File: config.mk
export PLATFORM = sky130hd
export DESIGN_NAME = booth2_mul_seq
export DESIGN_NICKNAME = d
export VERILOG_FILES = /design/src/rtl/booth_pkg.sv /design/src/rtl/booth2.sv /design/src/rtl/booth2_mul_seq.sv
export SDC_FILE = /design/constraint.sdc
export NUM_CORES = 1
export LEC_CHECK = 0
export CORE_UTILIZATION = 44
export DETAILED_ROUTE_END_ITERATION = 12
export PLACE_DENSITY_LB_ADDON = 0.08
export SETUP_SLACK_MARGIN = 0.2
export SKIP_LAST_GASP = 1
export SYNTH_ARGS = -nofsm -noshare
export SYNTH_HDL_FRONTEND = slang
export SYNTH_SLANG_ARGS = --single-unit
File: constraint.sdc
create_clock -name clk -period 5 [get_ports clk]
set_clock_uncertainty 0.2 [all_clocks]
set_input_delay 1 -clock clk [delete_from_list [all_inputs] [get_ports clk]]
set_output_delay 1 -clock clk [all_outputs]
set_load 0.02 [all_outputs]
File: src/rtl/booth_pkg.sv
// booth_pkg: shared widths and FSM state encoding for the sequential radix-4 Booth multiplier
package booth_pkg;
  localparam int OP_W = 16;
  localparam int PROD_W = 32;
  localparam int ITER = OP_W / 2;
  localparam int CNT_W = 3;
  typedef enum logic [1:0] {
    ST_IDLE = 2'd0,
    ST_RUN  = 2'd1,
    ST_DONE = 2'd2
  } state_t;
endpackage

File: src/rtl/booth2.sv
// booth2: radix-4 Booth encoder/selector producing a one's-complement partial product plus carry-in
module booth2
  import booth_pkg::*;
(
  input  logic [OP_W-1:0] y,
  input  logic            x2,
  input  logic            x1,
  input  logic            x0,
  output logic [OP_W:0]   y_pro,
  output logic            s,
  output logic            e
);
  logic one, two, neg;
  logic [OP_W:0] mag;
  always_comb begin
    one = x1 ^ x0;
    two = (x2 & ~x1 & ~x0) | (~x2 & x1 & x0);
    neg = x2 & ~(x1 & x0);
    mag = one ? {y[OP_W-1], y} : two ? {y, 1'b0} : '0;
    // negative selections are inverted here; s adds the +1 in the accumulator
    y_pro = neg ? ~mag : mag;
    s = neg;
    e = ~y_pro[OP_W];
  end
endmodule

File: src/rtl/booth2_mul_seq.sv
// booth2_mul_seq: 16x16 signed multiplier iterating one shared booth2 selector over 8 cycles
module booth2_mul_seq
  import booth_pkg::*;
#(
  parameter bit ZERO_SKIP = 1'b1
) (
  input  logic              clk,
  input  logic              rst,
  input  logic              start,
  input  logic [OP_W-1:0]   a,
  input  logic [OP_W-1:0]   b,
  output logic              busy,
  output logic              done,
  output logic [PROD_W-1:0] p
);
  state_t state_q, state_d;
  logic [CNT_W-1:0] cnt_q, cnt_d;
  logic signed [OP_W+1:0] acc_q, acc_d, sum, pp;
  logic [OP_W-1:0] q_q, q_d, bq_q, bq_d;
  logic qm1_q, qm1_d;
  logic [PROD_W-1:0] p_q, p_d;
  logic [OP_W:0] y_pro;
  logic s, e_unused, accept, zero;

  booth2 u_booth2 (
    .y    (bq_q),
    .x2   (q_q[1]),
    .x1   (q_q[0]),
    .x0   (qm1_q),
    .y_pro(y_pro),
    .s    (s),
    .e    (e_unused)
  );

  always_comb begin
    busy = state_q == ST_RUN;
    done = state_q == ST_DONE;
    accept = start & ~busy;
    zero = ZERO_SKIP && (a == '0 || b == '0);
    pp = {y_pro[OP_W], y_pro};
    sum = acc_q + pp + {{(OP_W+1){1'b0}}, s};
    state_d = state_q;
    cnt_d = cnt_q;
    acc_d = acc_q;
    q_d = q_q;
    qm1_d = qm1_q;
    bq_d = bq_q;
    p_d = p_q;
    if (accept) begin
      acc_d = '0;
      q_d = a;
      qm1_d = 1'b0;
      bq_d = b;
      cnt_d = '0;
      state_d = zero ? ST_DONE : ST_RUN;
      p_d = zero ? '0 : p_q;
    end else if (busy) begin
      // low two bits of the sum retire into Q as the product's next LSBs
      acc_d = sum >>> 2;
      q_d = {sum[1:0], q_q[OP_W-1:2]};
      qm1_d = q_q[1];
      cnt_d = cnt_q + 1'b1;
      if (cnt_q == CNT_W'(ITER - 1)) begin
        state_d = ST_DONE;
        p_d = {acc_d[OP_W-1:0], q_d};
      end
    end else if (done) begin
      state_d = ST_IDLE;
    end
    p = p_q;
  end

  always_ff @(posedge clk) begin
    if (rst) begin
      state_q <= ST_IDLE;
      cnt_q <= '0;
      acc_q <= '0;
      q_q <= '0;
      qm1_q <= 1'b0;
      bq_q <= '0;
      p_q <= '0;
    end else begin
      state_q <= state_d;
      cnt_q <= cnt_d;
      acc_q <= acc_d;
      q_q <= q_d;
      qm1_q <= qm1_d;
      bq_q <= bq_d;
      p_q <= p_d;
    end
  end
endmodule

Word level (Yosys, flattened, before mapping)
Cells that the tools add are included.

word-level totals
  register bits = 86

operators by class
  add/subtract/negate cells = 3
  equal/unequal tests = 5
  mux-type cells = 14
  bitwise gates (word level) = 15
  reductions and logical operators = 9

operators with widths
  operator                                             count
  two-way mux 32 bit                                   4
  two-way mux 17 bit                                   3
  zero test 16 bit                                     2
  two-way mux 16 bit                                   2
  adder 16 x 17 -> 18 bit                              1
  adder 18 x 1 -> 18 bit                               1
  inverter 17 bit                                      1
  two-way mux 2 bit                                    5
  AND 1 bit                                            7
  inverter 1 bit                                       5
  nonzero test 2 bit                                   2
  adder 3 x 1 -> 3 bit, second input constant          1
  equality test 3 bit, second input constant           1
  != test 3 x 1 -> 1 bit, second input constant        1
  AND reduction 3 bit                                  1
  nonzero test 3 bit                                   1
  equality test 2 x 1 -> 1 bit, second input constant  1
  equality test 2 bit, second input constant           1
  != test 2 x 1 -> 1 bit, second input constant        1
  AND reduction 2 bit                                  1
  OR reduction 2 bit                                   1
  logical OR 1 bit                                     1
  OR 1 bit                                             1
  XOR 1 bit                                            1

Logic depth before layout (Yosys ltp)
Gate-level depths: netlist of the first run.

  word-level depth = 13
  depth in mapped cells = 15
  mapped depth without buffers = 14

Hierarchy
From an unflattened synthesis of the first run, not the netlist that was laid out.

unflattened totals
  cell total of the unflattened synthesis = 563
  area, all modules = 4785.8 µm²

modules (own cells, without submodules)
  module          times used  cells each  area an instance (µm²)
  booth2_mul_seq  1           501         4141.5
  booth2          1           62          644.4

Least setup slack after synthesis of the first run
No wires, ideal clock.

  path type = register to register
  start = register qm1_q
  end = register p_q[27] (netlist: p[27])
  setup time = 0.117 ns
  arrival = 3.710 ns
  setup slack = 0.974 ns
  stages on the path, launching flop included = 16
  path buffers = 2
  clock period less this slack = 4.026 ns
  path through = dfxtp_1 > ha_1 > buf_4 > nor3_1 > clkbuf_1 > nor2_1 > xor2_1 > ha_1 > and2_4 > a221oi_2 > nor2b_2 > a211oi_4 > a211oi_2 > or3_1 > and2_1 > a22o_1

on the way
  word-level cells in the longest chain between the ends = 12
  elaborated cells on any way between the ends = 17
  those cells by class = add/sub: 2; mux: 6; bitwise: 9

ends and longest elaborated chain
  item                              RTL line              text
  start: declaration                booth2_mul_seq.sv:20  logic qm1_q, qm1_d;
  start signal: assignment          booth2_mul_seq.sv:87  qm1_q <= qm1_d;
  inverter 1 bit                    booth2.sv:17          two = (x2 & ~x1 & ~x0) | (~x2 & x1 & x0);
  AND 1 bit                         booth2.sv:17
  OR 1 bit                          booth2.sv:17
  two-way mux 17 bit (2 in series)  booth2.sv:19          mag = one ? {y[OP_W-1], y} : two ? {y, 1'b0} : '0;
  inverter 17 bit                   booth2.sv:21          y_pro = neg ? ~mag : mag;
  two-way mux 17 bit                booth2.sv:21
  adder 16 x 17 -> 18 bit           booth2_mul_seq.sv:41  sum = acc_q + pp + {{(OP_W+1){1'b0}}, s};
  adder 18 x 1 -> 18 bit *          booth2_mul_seq.sv:41
  two-way mux 32 bit *              booth2_mul_seq.sv:63  if (cnt_q == CNT_W'(ITER - 1)) begin
  two-way mux 32 bit *              booth2_mul_seq.sv:57  end else if (busy) begin
  two-way mux 32 bit *              booth2_mul_seq.sv:49  if (accept) begin
  end signal: assignment            booth2_mul_seq.sv:89  p_q <= p_d;
  end: declaration                  booth2_mul_seq.sv:21  logic [PROD_W-1:0] p_q, p_d;

Every way passes the cells marked *; elsewhere a longest branch is shown, timed or not. The select of a mux whose other input is x is not followed.
A chain may end at the register's enable or synchronous reset.

Worst setup path after layout of the first run
Same ends and word-level chain as after synthesis.

==> results.toml, run 1 <==
[logic_synthesis]
synth-main-ff-cell = "dfxtp_1"
synth.avg_cell_area_um2 = 8.80
yosys.cell_types.count = 56
async_flop_share = 0
synth-seq-cells = 86
yosysWarnings = 0
ys_seq_area_frac = 0.385
synthCells = 508
yosysTopAreaCellShare = 0.385
yosys-top-cells-area = "dfxtp_1 39%, mux2i_1 9.9%, nor2_1 7.0%"
synth_edf_count = 0
synth_top_cell_by_area = "dfxtp_1"
syn_area_mm2 = 0.00447
syn_nets = 566

[hold_path]
hold_start = "p[23]$_SDFFE_PP0P_"
hold_class = "reg2reg"

[floorplanning]
initial_core_util = 0.455
die_area_mm2 = 0.0106
fp.dieW_um = 103
rows = 36
io_pins = 69
core_area_mm2 = 0.00982
die_h_um = 103

[critical_path]
rr_worst_depth = 15
startpoint_type = "register"
crit_type = "reg2reg"
cp_cell_sequence = "ha_1 -> buf_4 -> nor3_1 -> buf_4 -> nor2_1 -> xor2_1 -> ha_1 -> and2_4 -> a221oi_2 -> nor2b_2 -> a211oi_4 -> a211oi_2 -> or3_1 -> and2_1 -> a22o_1"
worstPathArrival_ns = 3.94
r2r-end = "p[27]$_SDFFE_PP0P_"
r2r_setup_slack_ns = 1.12
crit_fanout = 17
max_stage_delay_ns = 0.38
worst_setup_path_end_kind = "register"
crit_slowest_cell = "or3_1"
worst_ep_required_time_ns = 5.06
r2r-start = "qm1_q$_SDFFE_PP0P_"
critPathLaunch = "qm1_q$_SDFFE_PP0P_"
crit_path_end = "p[27]$_SDFFE_PP0P_"

[pwr]
powerDensity_mw_per_mm2 = 307
leakage_nw = 2.20
ir_drop_mv = 0.191

[final_layout]
synthToLayoutAreaGrowth_pct = 22.3
nNetsFinal = 621
drive_above_1_share = 0.0687
num_antenna_cells = 0
final_cell_count_no_fill = 701
fillers = 953
multiInputGateArea_mm2 = 0.00259
seq_area_mm2 = 0.00172

[routing]
drtAntennaViolNets = 0
routed_wl_um = 10400
vias_per_cell = 5.32
drc = 0
wire_per_inst_um = 14.8
via_count = 3730
dr.pass1.iters = 4
drtIter0Drc = 143

[sta]
finalSetupViolations = 0
maxSlewHeadroom = 0.298
fmax_ghz = 0.258
fin_setup_tns_ns = 0
rsz0062_at_grt = "no"
tightest_slew_ns = 1.05
timing.final.hold_violations = 0
fin_crit_ns = 3.88
whs_ns = 0.270
slew_viol_final = 0
period_share = 0.776

[placed_design]
port-buffer-count = 68
dp_hpwl_um = 7490
gp_congestion = 0.891
dp.cells = 685

[run]
drv_cap = 0

[grt]
grt_pass1_wl_um = 17000
grt_max_degree = 52
grt_usage = 0.209
antenna_found_initial = 0
grt_pass1_vias = 3374
overflow = 0

[cts]
ctsRootBufferMaster = "clkbuf_8"
cts_setup_buffers = 0
clock_path_buffers = 2
tritoncts = "done"
postCtsResizedCells = 0
htree_levels = 3
clock-sinks = 86
insertion_delay_ns = 0.35
clk_pin_slew_worst_paths_ns = 0.09
numCtsBuffers = 9
hold_buffers = 0

[status]
status = "finished clean"
==> layout make-up <==
class / count / area share
clock inverters: 5 / 0.0151
inverters: 7 / 0.00481
multi-input cells: 383 / 0.474
clock buffers: 11 / 0.0259
well taps: 133 / 0.0304
flip-flops and latches: 86 / 0.315
repair buffers: 76 / 0.135
==> state kept, by name, summed over array words and instances (netlist names) <==
| name | cells |
|---|---|
| cnt_q | 3 |
| qm1_q | 1 |
| acc_q | 16 |
| p | 32 |
| q_q | 16 |
| bq_q | 16 |
| state_q | 2 |
==> routing by layer <==
layer | GRT usage | part of all wire
met1 | 0.305 | 0.51
met2 | 0.309 | 0.44
met3 | 0.0393 | 0.046
met4 | 0.0661 | 0.0059
met5 | 0 | 0
==> per-stage QoR <==
step	util	worst slack [ns]	total power [mW]	area (um2)
floorplan	-	0.974	1.03	4470
global placement	0.534	1.20	1.13	5240
detailed placement	0.534	1.13	1.14	5240
CTS	0.557	1.12	1.69	5470
global route	0.557	0.818	1.77	5470
finish	0.557	1.12	1.68	5470
==> Yosys cell counts (4+ instances only) <==
library cell  count
nand2_1          43
xor2_1           19
a211oi_1          6
buf_1             6
xnor2_1          12
dfxtp_1          86
a21oi_1          45
nor4_1            8
nor2_1           83
nor3_1            4
nand3_1           5
o21ai_0           8
a22o_1           13
inv_1             7
mux2i_1          44
ha_1             22
nand2b_1          6
a32oi_1          15
a21o_1            6
nor2b_1           7
clkbuf_1         23
==> power breakdown <==
part           switching, mW  internal [mW]
combinational          0.221          0.158
sequential            0.0294          0.720
clock                  0.255          0.297
total                  0.506           1.17
==> cell families (layout without fill, tap and decap cells) <==
kind of cell    after synthesis  in the layout  share of synthesized area
simple gates                172            172                      0.172
mux                          45             45                      0.104
xor+xnor                     31             31                     0.0608
flops                        86             86                      0.385
compound gates              112            112                      0.177
buf+inv                      39             99                     0.0361
fa+ha+maj                    23             23                     0.0661
==> critical path, delay by kind of cell, from the launching register on <==
kind	cells	cell delay [ns]
simple gates	6	1.09
compound gates	4	0.95
flops	1	0.34
fa+ha+maj	2	0.64
xor+xnor	1	0.14
buf+inv	2	0.43
==> placed cells by master (no fill, tap or decap), types with 2 or more instances in the layout <==
cell type	instances
dfxtp_1	86
nor2_1	83
clkdlybuf4s50_1	67
a21oi_1	45
mux2i_1	44
nand2_1	43
ha_1	21
xor2_1	19
a32oi_1	15
a22o_1	13
xnor2_1	12
clkbuf_8	10
o21ai_0	8
nor4_1	8
buf_4	8
inv_1	7
nand2b_1	6
a21o_1	6
nor2b_1	6
a211oi_1	6
nand3_1	5
nor3_1	4
nand4_1	3
nor2b_2	2
or3_1	2
o21bai_1	2
o31ai_1	2
clkinv_4	2
bufinv_16	2
==> how the worst min path moves through the flow <==
stage                                  endpoint  depth (start not counted)  slack, ns
after global placement       p[23]$_SDFFE_PP0P_                          2       0.26
final                        p[23]$_SDFFE_PP0P_                          2       0.27
after floorplan           bq_q[10]$_SDFFE_PP0P_                          2       0.25
after global routing         p[23]$_SDFFE_PP0P_                          2       0.29
after CTS                    p[23]$_SDFFE_PP0P_                          2       0.27
after detailed placement     p[23]$_SDFFE_PP0P_                          2       0.26
No activity file was read; power rests on OpenSTA's default activity.
==> run 2: changes to the inputs <==
Clock period 5 ns to 3.9 ns, I/O delays scaled along.
==> results.toml, run 2 (synthesis results as in run 1) <==
[sta]
slew_viol_final = 0
finalSetupViolations = 0
fmax_ghz = 0.285
maxSlewHeadroom = 0.411
fin_crit_ns = 3.51
tightest_slew_ns = 0.879
period_share = 0.900
rsz0062_at_grt = "yes"
timing.final.hold_violations = 0
fin_setup_tns_ns = 0

[floorplanning]
rows = 36
io_pins = 69
fp.dieW_um = 103
die_h_um = 103
core_area_mm2 = 0.00982
initial_core_util = 0.455
die_area_mm2 = 0.0106

[grt]
gr-max-usage-layer = "met1"
grt_pass1_wl_um = 16700
grt_usage = 0.206
antenna_found_initial = 0
grt_pass1_vias = 3314
use_met2 = 0.296
grt_util_met3 = 0.0305
overflow = 0
gr-usage-met1 = 0.313
grt_max_degree = 51

[final_layout]
largest_reg_flops = 32
drive_above_1_share = 0.0939
fin_area_mm2 = 0.00558
fillers = 957
final_common_cell = "dfxtp_1"
synthToLayoutAreaGrowth_pct = 24.8
num_antenna_cells = 0
nNetsFinal = 628
layout_common_cells = "84 x dfxtp_1, 83 x nor2_1, 67 x clkdlybuf4s50_1, 44 x mux2i_1"

[placed_design]
gp_congestion = 0.837
dp_hpwl_um = 7420
port-buffer-count = 68
place_area_mm2 = 0.00528

[critical_path]
max_stage_delay_ns = 0.38
startpoint_type = "register"
worstPathArrival_ns = 3.57
worst_setup_path_end_kind = "register"
crit_type = "reg2reg"
path_depth = 13
path_buf_inv = 1
crit_slowest_cell = "or3_1"
path_delay_family = "simple AND/OR/NAND/NOR gates"
rr_worst_depth = 13
cp_cell_sequence = "ha_2 -> nor3_4 -> nor2_1 -> xor2_1 -> ha_1 -> buf_4 -> a221oi_4 -> nor2b_2 -> a211oi_4 -> a211oi_2 -> or3_1 -> and2_1 -> a22o_1"
crit_fanout = 6
worst_ep_required_time_ns = 3.95

[routing]
drtAntennaViolNets = 0
routed_wl_um = 10200
wire_per_inst_um = 14.5
via_count = 3717
drtIter0Drc = 167
dr.pass1.iters = 4
drc = 0
vias_per_cell = 5.25

[cts]
numCtsBuffers = 9
ctsRootBufferMaster = "clkbuf_8"
insertion_delay_ns = 0.36
htree_levels = 3
tritoncts = "done"
clk_pin_slew_worst_paths_ns = 0.09
clock-sinks = 86
hold_buffers = 0
clock_path_buffers = 2

[pwr]
p_sw_frac = 0.297
p_switching_uw = 649
leakage_nw = 2.24
total_power_mw = 2.19
ir_drop_mv = 0.246
powerDensity_mw_per_mm2 = 392
pwr-share-comb = 0.229
pwr-share-seq = 0.439
power.internal_mw = 1.54
clkPwrFrac = 0.332

[hold_path]
min_path_cells = 2
hold_class = "reg2reg"

[run]
drv_cap = 0

[status]
status = "finished clean"
[run 2: final timing paths]
path                                     startpoint                  to  slack (ns)
worst max register to register  q_q[0]$_SDFFE_PP0P_  p[27]$_SDFFE_PP0P_        0.39
worst max-delay path            q_q[0]$_SDFFE_PP0P_  p[27]$_SDFFE_PP0P_        0.39
worst min-delay path             p[23]$_SDFFE_PP0P_  p[23]$_SDFFE_PP0P_        0.26
worst min register to register   p[23]$_SDFFE_PP0P_  p[23]$_SDFFE_PP0P_        0.26
[run 2: what timing repair did]
action | 4_1_cts | 5_1_grt
resized for setup | 0 | 11
setup endpoints to repair | 0 | 12
buffers inserted | 0 | 4
[run 2: metrics by stage]
step,setup slack [ns],std cells,hold slack (ns),utilization
detailed placement,0.196,688,0.253,0.537
global route,0.182,708,0.299,0.568
CTS,0.205,704,0.272,0.561
global placement,0.291,688,0.250,0.537
finish,0.389,708,0.264,0.568
floorplan,0.214,508,0.248,-
[run 2: metal layers]
metal	part of all wire	wire length, um	vias to the layer above
met5	0	0	-
met2	0.43	4410	74
li1	-	-	1920
met1	0.52	5340	1712
met4	0.013	132	0
met3	0.034	352	11
[run 2: power groups by stage]
stage          combinational, mW  sequential, mW  clock [mW]
2_1_floorplan              0.367           0.967           0
3_3_place_gp               0.483           0.978           0
3_5_place_dp               0.487           0.979           0
4_1_cts                    0.489           0.959       0.744
5_1_grt                    0.556           0.966       0.783
6_report                   0.501           0.960       0.724
[run 2: final cells by class]
type	count	area, um2	area share
Multi-Input combinational cell	383	2630	0.472
Sequential cell	86	1720	0.309
Timing Repair Buffer	83	796	0.143
Tap cell	133	166	0.0298
Clock buffer	12	155	0.0278
Clock inverter	4	77.6	0.0139
Inverter	7	26.3	0.00471
[run 2: worst min-delay path, stage by stage, from the launching register on]
cell	delay, ns
dfxtp_1	0.33
nand2_1	0.05
o31ai_1	0.05
==> run 3: changes to the inputs <==
Settings changed: CORE_UTILIZATION 44 to 30, GPL_ROUTABILITY_DRIVEN from default to 0.
==> results.toml, run 3 (synthesis results as in run 1) <==
[critical_path]
crit_fanout = 6
startpoint_type = "register"
worst_setup_path_end_kind = "register"
critPathLaunch = "q_q[0]$_SDFFE_PP0P_"
worstPathArrival_ns = 3.54
crit_type = "reg2reg"
r2r_setup_slack_ns = 0.40
r2r-end = "p[27]$_SDFFE_PP0P_"
r2r-start = "q_q[0]$_SDFFE_PP0P_"
rr_worst_depth = 13
worst_ep_required_time_ns = 3.94

[hold_path]
min_to = "bq_q[3]$_SDFFE_PP0P_"
hold_class = "reg2reg"
hold_start = "bq_q[3]$_SDFFE_PP0P_"
min_path_cells = 2

[grt]
grt_usage = 0.162
grt_pass1_vias = 3622
grt_pass1_wl_um = 18800
grt_max_degree = 60
overflow = 0
antenna_found_initial = 0

[floorplanning]
fp.dieW_um = 124
die_area_mm2 = 0.0154
io_pins = 69
rows = 44
initial_core_util = 0.308
die_h_um = 124
core_area_mm2 = 0.0145

[routing]
drc = 0
wl_met3_um = 402
via_count = 3749
routed_wl_um = 11500
drtAntennaViolNets = 0
vias_per_cell = 4.94
drtIter0Drc = 169
routed.top_layer = "met4"
route.met2.wl_um = 4960
wire_per_inst_um = 15.2
dr.pass1.iters = 4
drt-met1-wl_um = 6050

[sta]
timing.final.hold_violations = 0
fmax_ghz = 0.286
slew_viol_final = 0
period_share = 0.896
fin_setup_tns_ns = 0
maxSlewHeadroom = 0.410
tightest_slew_ns = 0.885
rsz0062_at_grt = "no"
fin_crit_ns = 3.50
finalSetupViolations = 0

[cts]
tritoncts = "done"
numCtsBuffers = 9
ctsRootBufferMaster = "clkbuf_16"
clock_path_buffers = 2
htree_levels = 3
insertion_delay_ns = 0.35
clk_pin_slew_worst_paths_ns = 0.06
clock-sinks = 86

[placed_design]
port-buffer-count = 68
dp.cells = 743
place_area_mm2 = 0.00537
dp_hpwl_um = 8280

[pwr]
leakage_nw = 2.26
powerDensity_mw_per_mm2 = 396
ir_drop_mv = 0.211
total_power_mw = 2.25

[status]
status = "finished clean"

[run]
drv_cap = 0

[final_layout]
drive_above_1_share = 0.0922
largest_reg_flops = 32
final_common_cell = "dfxtp_1"
synthToLayoutAreaGrowth_pct = 27.3
layout_common_cells = "84 x dfxtp_1, 83 x nor2_1, 67 x clkdlybuf4s50_1, 44 x mux2i_1"
num_antenna_cells = 0
final_cell_count_no_fill = 759
fin_area_mm2 = 0.00569
fin_util = 0.391
nNetsFinal = 629
run 3: critical path, stage by stage, from the launching register on:
cell and delay [ns]:
dfxtp_2 0.35, ha_4 0.33, mux2i_1 0.21, nor2_1 0.08, xor2_1 0.15, ha_1 0.36
and2_4 0.21, a221oi_4 0.31, nor2b_2 0.09, a211oi_4 0.25, a211oi_2 0.14, or3_1 0.37
and2_1 0.15, a22o_1 0.18
run 3: worst max path at each step:
| stage | end | slack [ns] | depth (start not counted) |
|---|---|---|---|
| after detailed placement | acc_q[14]$_SDFFE_PP0P_ | 0.18 | 14 |
| after floorplan | p[27]$_SDFFE_PP0P_ | 0.21 | 15 |
| after global placement | acc_q[13]$_SDFFE_PP0P_ | 0.26 | 14 |
| after CTS | acc_q[13]$_SDFFE_PP0P_ | 0.25 | 14 |
| after global routing | p[27]$_SDFFE_PP0P_ | 0.17 | 13 |
| final | p[27]$_SDFFE_PP0P_ | 0.40 | 13 |
run 3: power by group:
group	switching [mW]	leakage [nW]	internal, mW
Clock	0.355	0.121	0.426
Sequential	0.0379	0.700	0.924
Combinational	0.295	1.44	0.216
run 3: through the flow:
step | hold WS (ns) | setup WS (ns)
2_1_floorplan | 0.248 | 0.214
3_3_place_gp | 0.253 | 0.258
3_5_place_dp | 0.261 | 0.180
4_1_cts | 0.271 | 0.251
5_1_grt | 0.287 | 0.172
6_report | 0.268 | 0.404
run 3: final cells by class:
type / count / area, um2
multi-input cells: 383 / 2650
clock inverters: 4 / 25.0
flip-flops and latches: 86 / 1720
well taps: 184 / 230
fillers: 1509 / 8850
inverters: 7 / 26.3
clock buffers: 11 / 233
repair buffers: 84 / 803
run 3: routing by layer:
| layer | vias up | global-route usage |
|---|---|---|
| li1 | 1919 | - |
| met1 | 1760 | 0.231 |
| met2 | 59 | 0.237 |
| met3 | 11 | 0.0417 |
| met4 | 0 | 0.0454 |
| met5 | - | 0 |
run 3: repair_timing:
action / 4_1_cts / 5_1_grt
endpoints found under the setup margin: 4 / 15
endpoints found under the hold margin: 0 / 0
hold buffers: 0 / 0
pin swaps: 0 / 1
gates resized for setup: 2 / 9
setup buffers: 0 / 1
gates cloned: 0 / 0
